==> src/rtl/pit_bus_master.sv <==
// pit_bus_master
// Host-side initiator for the 8254 CPU bus. Turns single-cycle register
// requests into sequenced active-low ChipSelect/Read/Write strobes with
// address and data phases, and returns read data to the requester.
//
// Optional feature macro: PIT_BUS_MASTER_WORD_EN
//   When defined, ReqWord=1 performs two byte transfers (LSB then MSB) to the
//   same address, separated by one GAP cycle, with a single RspValid at the end.
//   When undefined, ReqWord and ReqData[15:8] are ignored and reads return
//   RspData[15:8]=0.
//
// Ports:
//   Clock, Reset         - single clock, synchronous active-high reset
//   ReqValid/ReqReady    - request handshake (ReqReady high only in IDLE)
//   ReqWrite, ReqAddr    - direction and {A1,A0} target register
//   ReqWord, ReqData     - word access select and write data (LSB in [7:0])
//   RspValid, RspData    - one-cycle completion pulse and read data
//   ChipSelect/Read/Write- active-low 8254 bus strobes
//   A0, A1               - register address pins
//   DataOut/DataOutEnable- write data and bus drive enable
//   DataIn               - read data from the 8254
// All outputs are registered.

module pit_bus_master #(
    parameter int SETUP_CYCLES  = 1,
    parameter int STROBE_CYCLES = 2,
    parameter int HOLD_CYCLES   = 1
) (
    input  logic        Clock,
    input  logic        Reset,
    input  logic        ReqValid,
    output logic        ReqReady,
    input  logic        ReqWrite,
    input  logic [1:0]  ReqAddr,
    input  logic        ReqWord,
    input  logic [15:0] ReqData,
    output logic        RspValid,
    output logic [15:0] RspData,
    output logic        ChipSelect,
    output logic        Read,
    output logic        Write,
    output logic        A0,
    output logic        A1,
    output logic [7:0]  DataOut,
    output logic        DataOutEnable,
    input  logic [7:0]  DataIn
);

    localparam int MAXP = (SETUP_CYCLES > STROBE_CYCLES) ?
                          ((SETUP_CYCLES > HOLD_CYCLES) ? SETUP_CYCLES : HOLD_CYCLES) :
                          ((STROBE_CYCLES > HOLD_CYCLES) ? STROBE_CYCLES : HOLD_CYCLES);
    // Counter runs from N-1 down to 0, so clog2(N) bits suffice; keep at least one bit.
    localparam int CW = (MAXP > 1) ? $clog2(MAXP) : 1;
`ifdef PIT_BUS_MASTER_WORD_EN
    localparam int DW = 16;
`else
    localparam int DW = 8;
`endif

    typedef enum logic [2:0] {
        ST_IDLE   = 3'd0,
        ST_SETUP  = 3'd1,
        ST_STROBE = 3'd2,
        ST_HOLD   = 3'd3
`ifdef PIT_BUS_MASTER_WORD_EN
        ,ST_GAP   = 3'd4
`endif
    } state_t;

    state_t          state_r, state_n_s;
    logic [CW-1:0]   cnt_r, cnt_n_s;
    logic            wr_r, wr_n_s;
    logic [1:0]      addr_r, addr_n_s;
    logic [DW-1:0]   data_r, data_n_s;
    logic            capture_s;
    logic            done_s;
    logic            active_s;
    logic            strobe_s;
    logic [7:0]      byte_s;
`ifdef PIT_BUS_MASTER_WORD_EN
    logic            word_r, word_n_s;
    logic            second_r, second_n_s;
`else
    logic            unused_s;
    assign unused_s = ^{ReqWord, ReqData[15:8]};
`endif

    // Next-state, phase counter and request-latch logic.
    always_comb begin
        state_n_s  = state_r;
        cnt_n_s    = cnt_r;
        wr_n_s     = wr_r;
        addr_n_s   = addr_r;
        data_n_s   = data_r;
        capture_s  = 1'b0;
        done_s     = 1'b0;
`ifdef PIT_BUS_MASTER_WORD_EN
        word_n_s   = word_r;
        second_n_s = second_r;
`endif
        case (state_r)
            ST_IDLE: begin
                if (ReqValid) begin
                    state_n_s  = ST_SETUP;
                    cnt_n_s    = CW'(SETUP_CYCLES - 1);
                    wr_n_s     = ReqWrite;
                    addr_n_s   = ReqAddr;
                    data_n_s   = ReqData[DW-1:0];
`ifdef PIT_BUS_MASTER_WORD_EN
                    word_n_s   = ReqWord;
                    second_n_s = 1'b0;
`endif
                end else begin
                    state_n_s = ST_IDLE;
                end
            end
            ST_SETUP: begin
                if (cnt_r == {CW{1'b0}}) begin
                    state_n_s = ST_STROBE;
                    cnt_n_s   = CW'(STROBE_CYCLES - 1);
                end else begin
                    cnt_n_s = cnt_r - {{(CW-1){1'b0}}, 1'b1};
                end
            end
            ST_STROBE: begin
                if (cnt_r == {CW{1'b0}}) begin
                    state_n_s = ST_HOLD;
                    cnt_n_s   = CW'(HOLD_CYCLES - 1);
                    capture_s = ~wr_r;
                end else begin
                    cnt_n_s = cnt_r - {{(CW-1){1'b0}}, 1'b1};
                end
            end
            ST_HOLD: begin
                if (cnt_r == {CW{1'b0}}) begin
`ifdef PIT_BUS_MASTER_WORD_EN
                    if (word_r && !second_r) begin
                        state_n_s = ST_GAP;
                    end else begin
                        state_n_s = ST_IDLE;
                        done_s    = 1'b1;
                    end
`else
                    state_n_s = ST_IDLE;
                    done_s    = 1'b1;
`endif
                end else begin
                    cnt_n_s = cnt_r - {{(CW-1){1'b0}}, 1'b1};
                end
            end
`ifdef PIT_BUS_MASTER_WORD_EN
            ST_GAP: begin
                state_n_s  = ST_SETUP;
                cnt_n_s    = CW'(SETUP_CYCLES - 1);
                second_n_s = 1'b1;
            end
`endif
            default: begin
                state_n_s = ST_IDLE;
            end
        endcase
    end

    // Pin values for the upcoming cycle, derived from the next state so the
    // registered outputs line up with the state they belong to.
    always_comb begin
        active_s = (state_n_s == ST_SETUP) || (state_n_s == ST_STROBE) ||
                   (state_n_s == ST_HOLD);
        strobe_s = (state_n_s == ST_STROBE);
`ifdef PIT_BUS_MASTER_WORD_EN
        if (second_n_s) begin
            byte_s = data_n_s[15:8];
        end else begin
            byte_s = data_n_s[7:0];
        end
`else
        byte_s = data_n_s[7:0];
`endif
    end

    // State, latched request and registered pin outputs.
    always_ff @(posedge Clock) begin
        if (Reset) begin
            state_r       <= ST_IDLE;
            cnt_r         <= {CW{1'b0}};
            wr_r          <= 1'b0;
            addr_r        <= 2'b00;
            data_r        <= {DW{1'b0}};
`ifdef PIT_BUS_MASTER_WORD_EN
            word_r        <= 1'b0;
            second_r      <= 1'b0;
`endif
            ReqReady      <= 1'b1;
            RspValid      <= 1'b0;
            RspData       <= 16'h0000;
            ChipSelect    <= 1'b1;
            Read          <= 1'b1;
            Write         <= 1'b1;
            A0            <= 1'b0;
            A1            <= 1'b0;
            DataOut       <= 8'h00;
            DataOutEnable <= 1'b0;
        end else begin
            state_r       <= state_n_s;
            cnt_r         <= cnt_n_s;
            wr_r          <= wr_n_s;
            addr_r        <= addr_n_s;
            data_r        <= data_n_s;
`ifdef PIT_BUS_MASTER_WORD_EN
            word_r        <= word_n_s;
            second_r      <= second_n_s;
`endif
            ReqReady      <= (state_n_s == ST_IDLE);
            RspValid      <= done_s;
            ChipSelect    <= ~active_s;
            Read          <= ~(strobe_s && !wr_n_s);
            Write         <= ~(strobe_s && wr_n_s);
            A0            <= active_s & addr_n_s[0];
            A1            <= active_s & addr_n_s[1];
            DataOutEnable <= active_s & wr_n_s;
            DataOut       <= (active_s && wr_n_s) ? byte_s : 8'h00;
            // Read data lands at the edge closing the last strobe cycle.
            if (capture_s) begin
`ifdef PIT_BUS_MASTER_WORD_EN
                if (second_r) begin
                    RspData[15:8] <= DataIn;
                end else begin
                    RspData <= {8'h00, DataIn};
                end
`else
                RspData <= {8'h00, DataIn};
`endif
            end else begin
                RspData <= RspData;
            end
        end
    end

endmodule

==> config.mk <==
export PLATFORM = sky130hd
export DESIGN_NAME = pit_bus_master
export DESIGN_NICKNAME = d
export VERILOG_FILES = /design/src/rtl/pit_bus_master.sv
export SDC_FILE = /design/constraint.sdc
export NUM_CORES = 1
export LEC_CHECK = 0
export CAP_MARGIN = 20
export CORE_MARGIN = 2
export CORE_UTILIZATION = 42
export CTS_CLUSTER_DIAMETER = 200
export DETAILED_ROUTE_END_ITERATION = 10
export PLACE_DENSITY_LB_ADDON = 0.3
export SLEW_MARGIN = 20
export SYNTH_ARGS = -nofsm -noshare
export SYNTH_HDL_FRONTEND = slang
export SYNTH_SLANG_ARGS = --single-unit
==> constraint.sdc <==
create_clock -name Clock -period 2.2 [get_ports Clock]
set_clock_uncertainty 0.15 [all_clocks]
set_input_delay 0.66 -clock Clock [delete_from_list [all_inputs] [get_ports Clock]]
set_output_delay 0.66 -clock Clock [all_outputs]
set_load 0.02 [all_outputs]
== Yosys cells after proc, flatten, opt, wreduce, memory -nomap -nowiden ==
Index checks and enable logic that the tools add are counted.
Storage, ports and cells
  bits in writable memories: 0
  flip-flop bits (word level): 39
  logic and storage cells: 63
  input port bits: 31
  bits in latches: 0
  ROM bits: 0
  memories: 0
  output and inout bits: 32
Cells by class
  divide/modulo/power cells: 0
  order comparisons: 0
  add/subtract/negate cells: 1
  multiply operators: 0
  shift operators: 0
  equality and inequality tests: 7
  reduce and logical (&&, ||, !) cells: 13
  bitwise logic cells: 9
  muxes and demuxes: 18
Operator list (count)
  2-to-1 mux 8 bit: 2
  equality test 3 x 2 -> 1 bit (second input constant): 4
  one-hot mux 3 bit (4 select lines): 1
  2-to-1 mux 1 bit: 9
  2-to-1 mux 3 bit: 3
  equality test 3 x 1 -> 1 bit (second input constant): 2
  logical NOT 3 bit: 2
  inverter 1 bit: 6
  OR reduction 2 bit: 3
  2-to-1 mux 2 bit: 2
  bitwise AND 1 bit: 3
  logical AND 1 bit: 3
  one-hot mux 1 bit (3 select lines): 1
  nonzero test 3 bit: 1
  logical OR 1 bit: 2
  != test 2 bit (second input constant): 1
  AND reduction 2 bit: 1
  logical NOT 1 bit: 1
  subtractor 1 bit (second input constant): 1

== Depth between registers and ports, before layout ==
Gate-level depths: netlist of run 1.
  depth after elaboration: 8
  depth in mapped cells: 5
  mapped depth without buffers: 3

== Worst setup path after synthesis of run 1 ==
OpenSTA, ideal clock, no wires.
  path type: input port to flip-flop
  from: input ReqValid
  to: register DataOut[1]
  setup slack: 0.450 ns
  library setup time: 0.143 ns
  data arrival time: 1.457 ns
  required time: 1.907 ns
  stages: 4
  buffers on the path: 1
  cell sequence: nor4b_4 -> mux2i_1 -> buf_6 -> a2111oi_2
On the way
  longest elaborated chain between the ends: 8
  elaborated cells between the ends (all ways): 14
  classes of those cells: eq/ne (3); mux (6); bitwise (1); reduce/logical (4)
RTL lines
  from (decl): line 31  | input logic ReqValid,
  2-to-1 mux 1 bit: line 103  | if (ReqValid) begin
  one-hot mux 3 bit (4 select lines): line 101  | case (state_r)
  equality test 3 x 1 -> 1 bit / equality test 3 x 2 -> 1 bit (equally long branches): line 167  | active_s = (state_n_s == ST_SETUP) || (state_n_s == ST_STROBE) ||
  logical OR 1 bit (2 in a row): line 167
  logical AND 1 bit: line 221  | DataOut <= (active_s && wr_n_s) ? byte_s : 8'h00;
  inverter 1 bit (no line)
  OR reduction 2 bit (no line)
  to (signal assigned): line 221
  to (decl): line 44  | output logic [7:0] DataOut,
Parallel ways exist; a longest one is shown, timed or not.
A chain may end at the register's enable or synchronous reset.

== Worst setup path after layout of run 1 ==
  from: input ReqValid
  to: register DataOut[4]
Same word-level chain as after synthesis.

==> results of run 1 <==
logic make-up after synthesis:
kind of cell | synth area share (%)
other | 0.239
AOI/OAI and AO/OA | 20.4
buffers and inverters | 10.5
and+or+nand+nor | 17.9
DFF | 49.8
xor gates and xnor gates | 0.558
muxes | 0.638
flip-flops by register name, indices dropped and copies added, names as in the netlist:
| signal | cells |
|---|---|
| RspValid | 1 |
| RspData | 8 |
| A1 | 1 |
| Write | 1 |
| data_r | 8 |
| DataOut | 8 |
| ChipSelect | 1 |
| wr_r | 1 |
| Read | 1 |
| A0 | 1 |
| DataOutEnable | 1 |
| cnt_r | 1 |
| addr_r | 2 |
| ReqReady | 1 |
| state_r | 3 |
per-layer routing:
layer | track usage, % | vias up
met5 | 0 | -
met3 | 7.53 | 6
li1 | - | 640
met1 | 19.2 | 585
met2 | 29.4 | 45
met4 | 6.25 | 0
path summary, 6_finish.rpt:
kind	start	to	cells after the start
worst max register to register	state_r[0]$_SDFF_PP0_	DataOut[4]$_SDFF_PP0_	4
worst min-delay path	addr_r[0]$_SDFF_PP0_	A0$_SDFF_PP0_	2
worst min register to register	addr_r[0]$_SDFF_PP0_	A0$_SDFF_PP0_	2
worst max-delay path	ReqValid	DataOut[4]$_SDFF_PP0_	5
power by group:
group | internal (W) | switching [W] | total (W)
Clock | 0.000367 | 0.000239 | 0.000606
Combinational | 0.0000937 | 0.0000898 | 0.000183
Sequential | 0.000725 | 0.0000162 | 0.000741
Total | 0.00119 | 0.000345 | 0.00153
per-stage QoR:
| stage | setup TNS (ns) | util, % | worst slack (ns) | hold WS [ns] |
|---|---|---|---|---|
| floorplan | 0 | - | 0.450 | 0.295 |
| global placement | -1.75 | 57.4 | -0.120 | 0.300 |
| detailed placement | -2.54 | 57.4 | -0.175 | 0.310 |
| CTS | 0 | 60.6 | 0.122 | 0.321 |
| global route | 0 | 60.6 | 0.00290 | 0.355 |
| finish | 0 | 60.6 | 0.127 | 0.320 |
area by class of cell:
cell class              instances  area share (%)
well taps                      48            2.73
clock buffers                   6            3.75
multi-input cells             102            29.7
inverters                       2           0.341
repair buffers                 61            26.5
clock inverters                 2            1.59
flip-flops and latches         39            35.5
cell usage in the layout (no fill, tap or decap), types with 3 or more instances in the layout:
cell	n
a2111oi_2	7
a21oi_1	20
buf_4	15
clkbuf_8	6
clkdlybuf4s50_1	45
conb_1	9
dfxtp_1	39
nand2_1	21
nand3_1	8
nor2_1	3
o21ai_1	8
tightest hold or removal path, delay by kind of cell (launching register included):
family	cells	cell delay [ns]
simple gates	1	0.06
flops	1	0.30
compound gates	1	0.06
==> metrics.md, run 1 <==
| Metric | Value |
|---|---|
| Antenna violations before repair | `0` |
| Largest net degree at the start of global routing | `23` |
| Standard-cell rows | `22` |
| Full die area | `0.00424 mm2` |
| Layout cells sized above 1 | `16.0%` |
| Period utilisation layout | `94.2%` |
| Post-synth top area share | `49.8%` |
| Starting Density | `between 40% and 50%` |
| Total number of vias | `1,276` |
| Met2 WL | `between 1500 and 2000 um` |
| IO Port Bufs | `45` |
| Delay-heaviest family, CP | `buffers and inverters` |
| Number of global-route vias before repair | `1,285` |
| Wire length on met1 | `1320 um` |
| Fill cell count | `331` |
| GPL Wtd Cong | `0.757` |
| CTS HTree Levels | `2` |
| Placed cell count | `252` |
| Final HPWL DP | `approximately 2300 um` |
| N_diodes | `0` |
| Tmin final | `between 2 and 2.5 ns` |
| Syn Std Cell Area | `0.00157 mm2` |
| Die height | `roughly 65 um` |
| Most numerous cell in the Yosys netlist | `dfxtp_1` |
| FF/Latch Area | `781 um2` |
| CORE AREA | `0.00363 mm2` |
| Synth area leaders | `dfxtp_1 (50%), a2111oi_2 (6.7%), a21oi_1 (6.4%)` |
| Avg WL per Cell | `12.3 um` |
| Status | `complete, no violations` |
| FF+latch count, synth | `39` |
| Met3 wire len | `~270 um` |
| Final setup fails | `0` |
| DRT antenna net count | `0` |
| Post-Synthesis Cells | `~160` |
| Slew Viols, Final | `0` |
| Non-filler cells, final | `260` |
| Grt total ovfl | `0` |
| Layout area overhead | `40.4%` |
| Worst path bufs/invs | `2` |
| Nets@finish | `242` |
| Crit path cell chain | `clkdlybuf4s50_1 -> nor4b_4 -> buf_4 -> nand2_1 -> a2111oi_1` |
| I/O pin cnt | `63` |
| RSZ-0062 raised after global routing | `no` |
| Sequential share of the synthesized area | `49.8%` |
| Latest clock arrival within the worst-skew pair | `0.29 ns` |
| Crit path kind | `in2reg` |
| First-pass DRT Iterations | `4` |
| Avg Cell Area, Syn | `10.1 um2` |
| Global-route wire length before repair | `5580 um` |
| Clock buffer count from CTS | `5` |
| DP Area | `0.00208 mm2` |
| Post-synthesis async set-or-reset flop share | `0%` |
| Synth cell count leaders | `dfxtp_1 (39), nand2_1 (21), a21oi_1 (20)` |
| Area occupied by multi-input gates | `roughly 650 um2` |
| Tightest Hold Check Type | `reg2reg` |
| TritonCTS clock tree | `done` |
| DRC Markers | `0` |
| Fin area | `0.00220 mm2` |
| Clk buf depth | `2` |
| Post-cts hold buffer count | `0` |
| Ys flop type | `dfxtp_1` |
| Count of cell types in the netlist | `33` |
| Clock transition at the registers of the reported paths | `0.07 ns` |
| Post-CTS setup buffers | `0` |
| Post-CTS resize count | `0` |
| Element type at the critical path start | `input port` |
| Slowest-stage cell, CP | `clkdlybuf4s50_1` |
| CTS Root Cell | `clkbuf_8` |
| Critical Path Fanout Max | `10` |
| Warnings, synthesis | `0` |
| Cell taking the most area after synthesis | `dfxtp_1` |
| DRT iter0 DRCs | `just over 80` |
| Hold Fails Final Rpt | `0` |
| Crit-path max cell delay | `0.53 ns` |
| Overall Power | `0.00153 W` |
| CTS Sinks | `39` |
| Peak supply drop | `0.385 mV` |
| CP endpoint kind | `flip-flop` |
| FF-to-FF setup slack | `0.38 ns` |
| Worst Path Arrival | `2.10 ns` |
| Post-synth EDFFs | `0` |
| Max Fclk | `just under 500 MHz` |
| Critical Path RT | `2.23 ns` |
| Pwr/cell area | `695 mW/mm2` |
| Pleak | `about 0.78 nW` |
| Total Routed Length | `3190 um` |
| Uppermost routed layer | `met4` |
| Vias per cell | `4.91` |
| Die W | `65.1 um` |
| Max_cap viols | `0` |
| GRT Resource Usage Total | `17.3%` |
No activity file was read; power rests on OpenSTA's default activity.
==> inputs of run 2 (changes only) <==
HOLD_SLACK_MARGIN = 0.1   (was not set)
==> results of run 2 <==
Same layout as run 1: the final DEF is identical, and so are final timing and power.
